## src/rtl/cpu_regfile.sv

```systemverilog
// cpu_regfile: general-purpose register bank plus instruction pointer.
//
// Ports:
//   clk, rst_n        clock and asynchronous active-low reset
//   reg_id, reg_re    read select / enable; reg_out follows reg_id while
//                     reg_re=1 and holds the last sampled read otherwise
//   reg_out           read data (combinational read mux / hold latch)
//   reg_we, reg_wid,  write enable, write select, write data
//   reg_in
//   ip_set, ip_val    load IP with a jump target (wins over ip_inc)
//   ip_inc            advance IP by IP_STEP (wraps modulo 2^64)
//   ip                current instruction pointer (registered)
module cpu_regfile #(
  parameter int unsigned NREGS    = 16,
  parameter bit          ZERO_R0  = 1'b0,
  parameter logic [63:0] RESET_IP = 64'd0,
  parameter logic [63:0] IP_STEP  = 64'd8
) (
  input  logic        clk,
  input  logic        rst_n,
  input  logic [3:0]  reg_id,
  input  logic        reg_re,
  output logic [63:0] reg_out,
  input  logic        reg_we,
  input  logic [3:0]  reg_wid,
  input  logic [63:0] reg_in,
  input  logic        ip_set,
  input  logic [63:0] ip_val,
  input  logic        ip_inc,
  output logic [63:0] ip
);

  localparam int unsigned DATA_W = 64;
  localparam int unsigned ID_W   = 4;
  localparam int unsigned NSLOTS = 16;

  logic [DATA_W-1:0] regs [NSLOTS];
  logic [DATA_W-1:0] hold_q;
  logic [DATA_W-1:0] rd_val_c;
  logic              rd_hit_c;
  logic              wr_hit_c;

  // An id addresses storage only if implemented and not the hardwired zero.
  always_comb begin
    rd_hit_c = (32'(reg_id) < NREGS) && !(ZERO_R0 && (reg_id == ID_W'(0)));
    wr_hit_c = reg_we && (32'(reg_wid) < NREGS)
               && !(ZERO_R0 && (reg_wid == ID_W'(0)));
    rd_val_c = rd_hit_c ? regs[reg_id] : '0;
  end

  // Live read while enabled, otherwise the last sampled operand.
  assign reg_out = reg_re ? rd_val_c : hold_q;

  // Register bank; slots beyond NREGS stay at their reset value of zero.
  always_ff @(posedge clk or negedge rst_n) begin
    if (!rst_n) begin
      for (int i = 0; i < int'(NSLOTS); i++) begin
        regs[i] <= '0;
      end
    end else begin
      for (int i = 0; i < int'(NSLOTS); i++) begin
        if (wr_hit_c && (reg_wid == ID_W'(i))) begin
          regs[i] <= reg_in;
        end
      end
    end
  end

  // Hold latch captures the pre-write value shown on reg_out; writes never
  // refresh it, so a stale operand is kept on purpose.
  always_ff @(posedge clk or negedge rst_n) begin
    if (!rst_n) begin
      hold_q <= '0;
    end else if (reg_re) begin
      hold_q <= rd_val_c;
    end
  end

  // Instruction pointer: jump has priority over sequential advance.
  always_ff @(posedge clk or negedge rst_n) begin
    if (!rst_n) begin
      ip <= RESET_IP;
    end else if (ip_set) begin
      ip <= ip_val;
    end else if (ip_inc) begin
      ip <= ip + IP_STEP;
    end
  end

endmodule

```

## config.mk

```make
export PLATFORM = sky130hd
export DESIGN_NAME = cpu_regfile
export DESIGN_NICKNAME = d
export VERILOG_FILES = /design/src/rtl/cpu_regfile.sv
export SDC_FILE = /design/constraint.sdc
export NUM_CORES = 2
export LEC_CHECK = 0
export BUFFER_PORTS_ARGS = -buffer_cell sky130_fd_sc_hd__buf_2
export CORE_MARGIN = 2
export CORE_UTILIZATION = 41
export DETAILED_ROUTE_END_ITERATION = 7
export GPL_ROUTABILITY_DRIVEN = 1
export SYNTH_ARGS = -nofsm -noshare
export SYNTH_HDL_FRONTEND = slang
export SYNTH_SLANG_ARGS = --single-unit
```

## constraint.sdc

```tcl
create_clock -name clk -period 4.65 [get_ports clk]
set_clock_uncertainty 0.1 [all_clocks]
set_input_delay 0.93 -clock clk [delete_from_list [all_inputs] [get_ports clk]]
set_output_delay 0.93 -clock clk [all_outputs]
set_load 0.005 [all_outputs]
```

==> key figures <==
GRT
  – Vias in the first global route: 31.8k
  – Total track usage: 0.211
  – First-pass GRT wire length: 207000 um
  – Largest net degree at the start of global routing: 124
  – Initial antenna violation count: 28
  – Grt total ovfl: 0

Layout
  – Register area: 28800 um2
  – Layout Utilization: 0.476
  – Layout area overhead: 15.4%
  – Area of the multi-input gates: 21900 um2
  – Fin nets: 3708
  – Commonest non-fill, non-tap cell in the layout: dfrtp_1
  – Share of layout cells above drive strength 1: 0.514
  – # fillers: 10.8k
  – Leading cell types in the layout, fill and taps excluded: 1152 x dfrtp_1, 1031 x mux2_2, 264 x buf_2, 256 x mux4_2, 131 x clkbuf_16

STA
  – Tightest Pin Transition: 1.06 ns
  – Final period utilization: 0.842
  – RSZ-0062 raised after global routing: false
  – Tmin final: 3.91 ns
  – Setup Total Neg Slack: 0 ns
  – Max transition margin: 0.293
  – Fmax: 256 MHz
  – Setup violators final: 0
  – Final hold violation count: 0
  – Max-slew violation count: 0

Floorplanning
  – Core area: 125000 um2
  – Die area: 129000 um2
  – I/O Pins: 270
  – Die Ht: 359 um
  – Starting Density: 0.412
  – Site Rows: 130
  – Die X: 359 um

Hold path
  – Hold Path Class: in -> async

Power
  – Leakage: 0.0257 uW
  – Switching share of power: 0.251
  – Power per Cell Area: 475 nW/um2
  – Internal power: 21200 uW
  – Combinational power share: 0.168
  – Clock power share: 0.359
  – Net Switching: 7130 uW
  – Sequential share of power: 0.473
  – VDD IR-drop max: 0.335 mV

Clocking
  – Clk slew on worst S/H paths: 0.05 ns
  – CTS buffer count: 130
  – Post-cts hold buffer count: 0
  – Buffer count from post-CTS setup fixing: 0
  – Deepest clock path buffer count: 3
  – Cells resized by post-CTS repair: 0
  – TritonCTS clock tree: done
  – Clock Sinks: 1152
  – Root buffer cell: clkbuf_16
  – H-Tree Depth: 4
  – Worst-skew pair later-pin latency: 0.72 ns

Yosys
  – Cell taking the most area after synthesis: dfrtp_1
  – FFs w/ async S/R, synth: 1.00
  – Synth warnings: 0
  – Flops & latches, synth: 1152
  – EDFF count, synth: 0
  – Post-Syn Area: 51700 um2
  – Post-synthesis sequential area ratio: 0.557
  – Synth Area per Inst: 15.4 um2
  – Synth cell types: 49
  – Share of the synthesized area in the top cell type: 0.557
  – Synth Instances: 3351
  – Synth area leaders: dfrtp_1 56%, mux2_2 22%, mux4_2 11%, mux2i_1 2.5%, clkbuf_1 1.8%
  – Top FF cell, synth: dfrtp_1
  – Mapped Nets: 3494

Setup path
  – Setup crit end kind: output pin
  – Crit path max fanout: 21
  – Setup CP Type: in -> out
  – Worst EP arrival: 2.88 ns
  – Crit path required time: 3.62 ns
  – Crit path launch type: input pin

Drt
  – ANT nets after route: 0
  – Initial drt markers: 1922
  – Remaining DRCs: 0
  – Drt via density: 5.67
  – Routed vias: 30.2k
  – Drt first pass iters: 5
  – Final wirelength: 134000 um
  – Avg WL per Cell: 25.3 um

Place
  – Post-DP HPWL: 76900 um
  – IO buf count: 269
  – RePlAce Congestion: 0.836

Run status
  – Status: complete, no violations

Flow run
  – Max-cap violations: 0
==> flip-flops by register name, summed over array words and instances (netlist names) <==
| name | count |
|---|---|
| regs | 1024 |
| hold_q | 64 |
| ip | 64 |
==> area by class of cell <==
class,count,area share
clock buffer,186,0.0629
multi-input combinational,1911,0.367
inverter,7,0.000440
timing repair buffer,363,0.0435
sequential,1152,0.483
clock inverter,43,0.00832
tap,1650,0.0346
antenna,9,0.000377
==> worst max-delay path: stages <==
cell	delay (ns)
buf_8	0.26
buf_12	0.23
mux4_2	0.50
mux2i_1	0.20
o221ai_1	0.43
buf_2	0.29
==> stage by stage <==
stage | worst slack, ns | total power [uW] | std cells | hold WS, ns | area (um2)
after global placement | 0.729 | 18300 | 5083 | 0.378 | 55400
after global routing | 0.567 | 29800 | 5317 | 0.148 | 59700
after CTS | 0.695 | 28700 | 5312 | 0.132 | 59700
after floorplan | 0.723 | 16800 | 3351 | 0.374 | 51700
final | 0.736 | 28400 | 5321 | 0.122 | 59700
after detailed placement | 0.713 | 18400 | 5083 | 0.378 | 55400
==> synthesized netlist by cell type, types with 2 or more instances <==
cell and count:
nand4_1 21, a22o_1 3, or4_1 14, xor2_1 21, and4_1 5, inv_1 6
nand4b_1 2, a31oi_1 12, nand4_2 2, buf_1 37, a211o_1 2, mux4_2 256
a22oi_1 2, nor3b_1 2, xnor2_1 21, or2_2 2, nand3b_1 6, or4b_2 2
mux2i_1 130, and3_1 7, dfrtp_1 1152, clkbuf_1 242, nand3_1 29, o31ai_1 5
or3_1 13, nand2_1 70, a21oi_1 2, mux2_2 1031, o21ai_0 44, nor2_1 30
nor2b_1 4, nor3_1 12, nand3_2 2, nand2b_1 67, o221ai_1 64, nor4_1 18
==> per-layer routing <==
metal,vias to the layer above,track usage,wire [um]
li1,12971,-,-
met1,16265,0.294,61000
met2,660,0.341,64500
met3,231,0.0382,5840
met4,24,0.0596,2980
met5,-,0,171
==> power groups by stage <==
stage               sequential [uW]  clock (uW)  combinational [uW]
finish                        13400       10200                4770
floorplan                     13200           0                3600
global route                  13700       10900                5230
CTS                           13400       10400                4860
global placement              13500           0                4730
detailed placement            13600           0                4840
==> path summary, 6_finish.rpt <==
check	startpoint	to	slack, ns	cells after the start
max	reg_id[0]	reg_out[16]	0.74	6
min	rst_n	ip[0]	0.12	1
max reg2reg	ip[26]	ip[57]	1.70	5
min reg2reg	hold_q[4]	hold_q[4]	0.39	2
max in group asynchronous	rst_n	regs[26]	3.06	2
min in group clk	ip_val[28]	ip[28]	0.31	2
==> cells by family after synthesis <==
logic type               Yosys count  share of synthesized area
multiplexers                    1417                      0.361
adder cells (fa/ha/maj)            1                   0.000242
AND/OR/NAND/NOR                  313                     0.0340
XOR/XNOR                          42                    0.00711
flip-flops                      1152                      0.557
AO/OA/AOI/OAI                    138                     0.0193
buffers and inverters            288                     0.0211
Note: power is estimated with default switching activity, not from simulation.
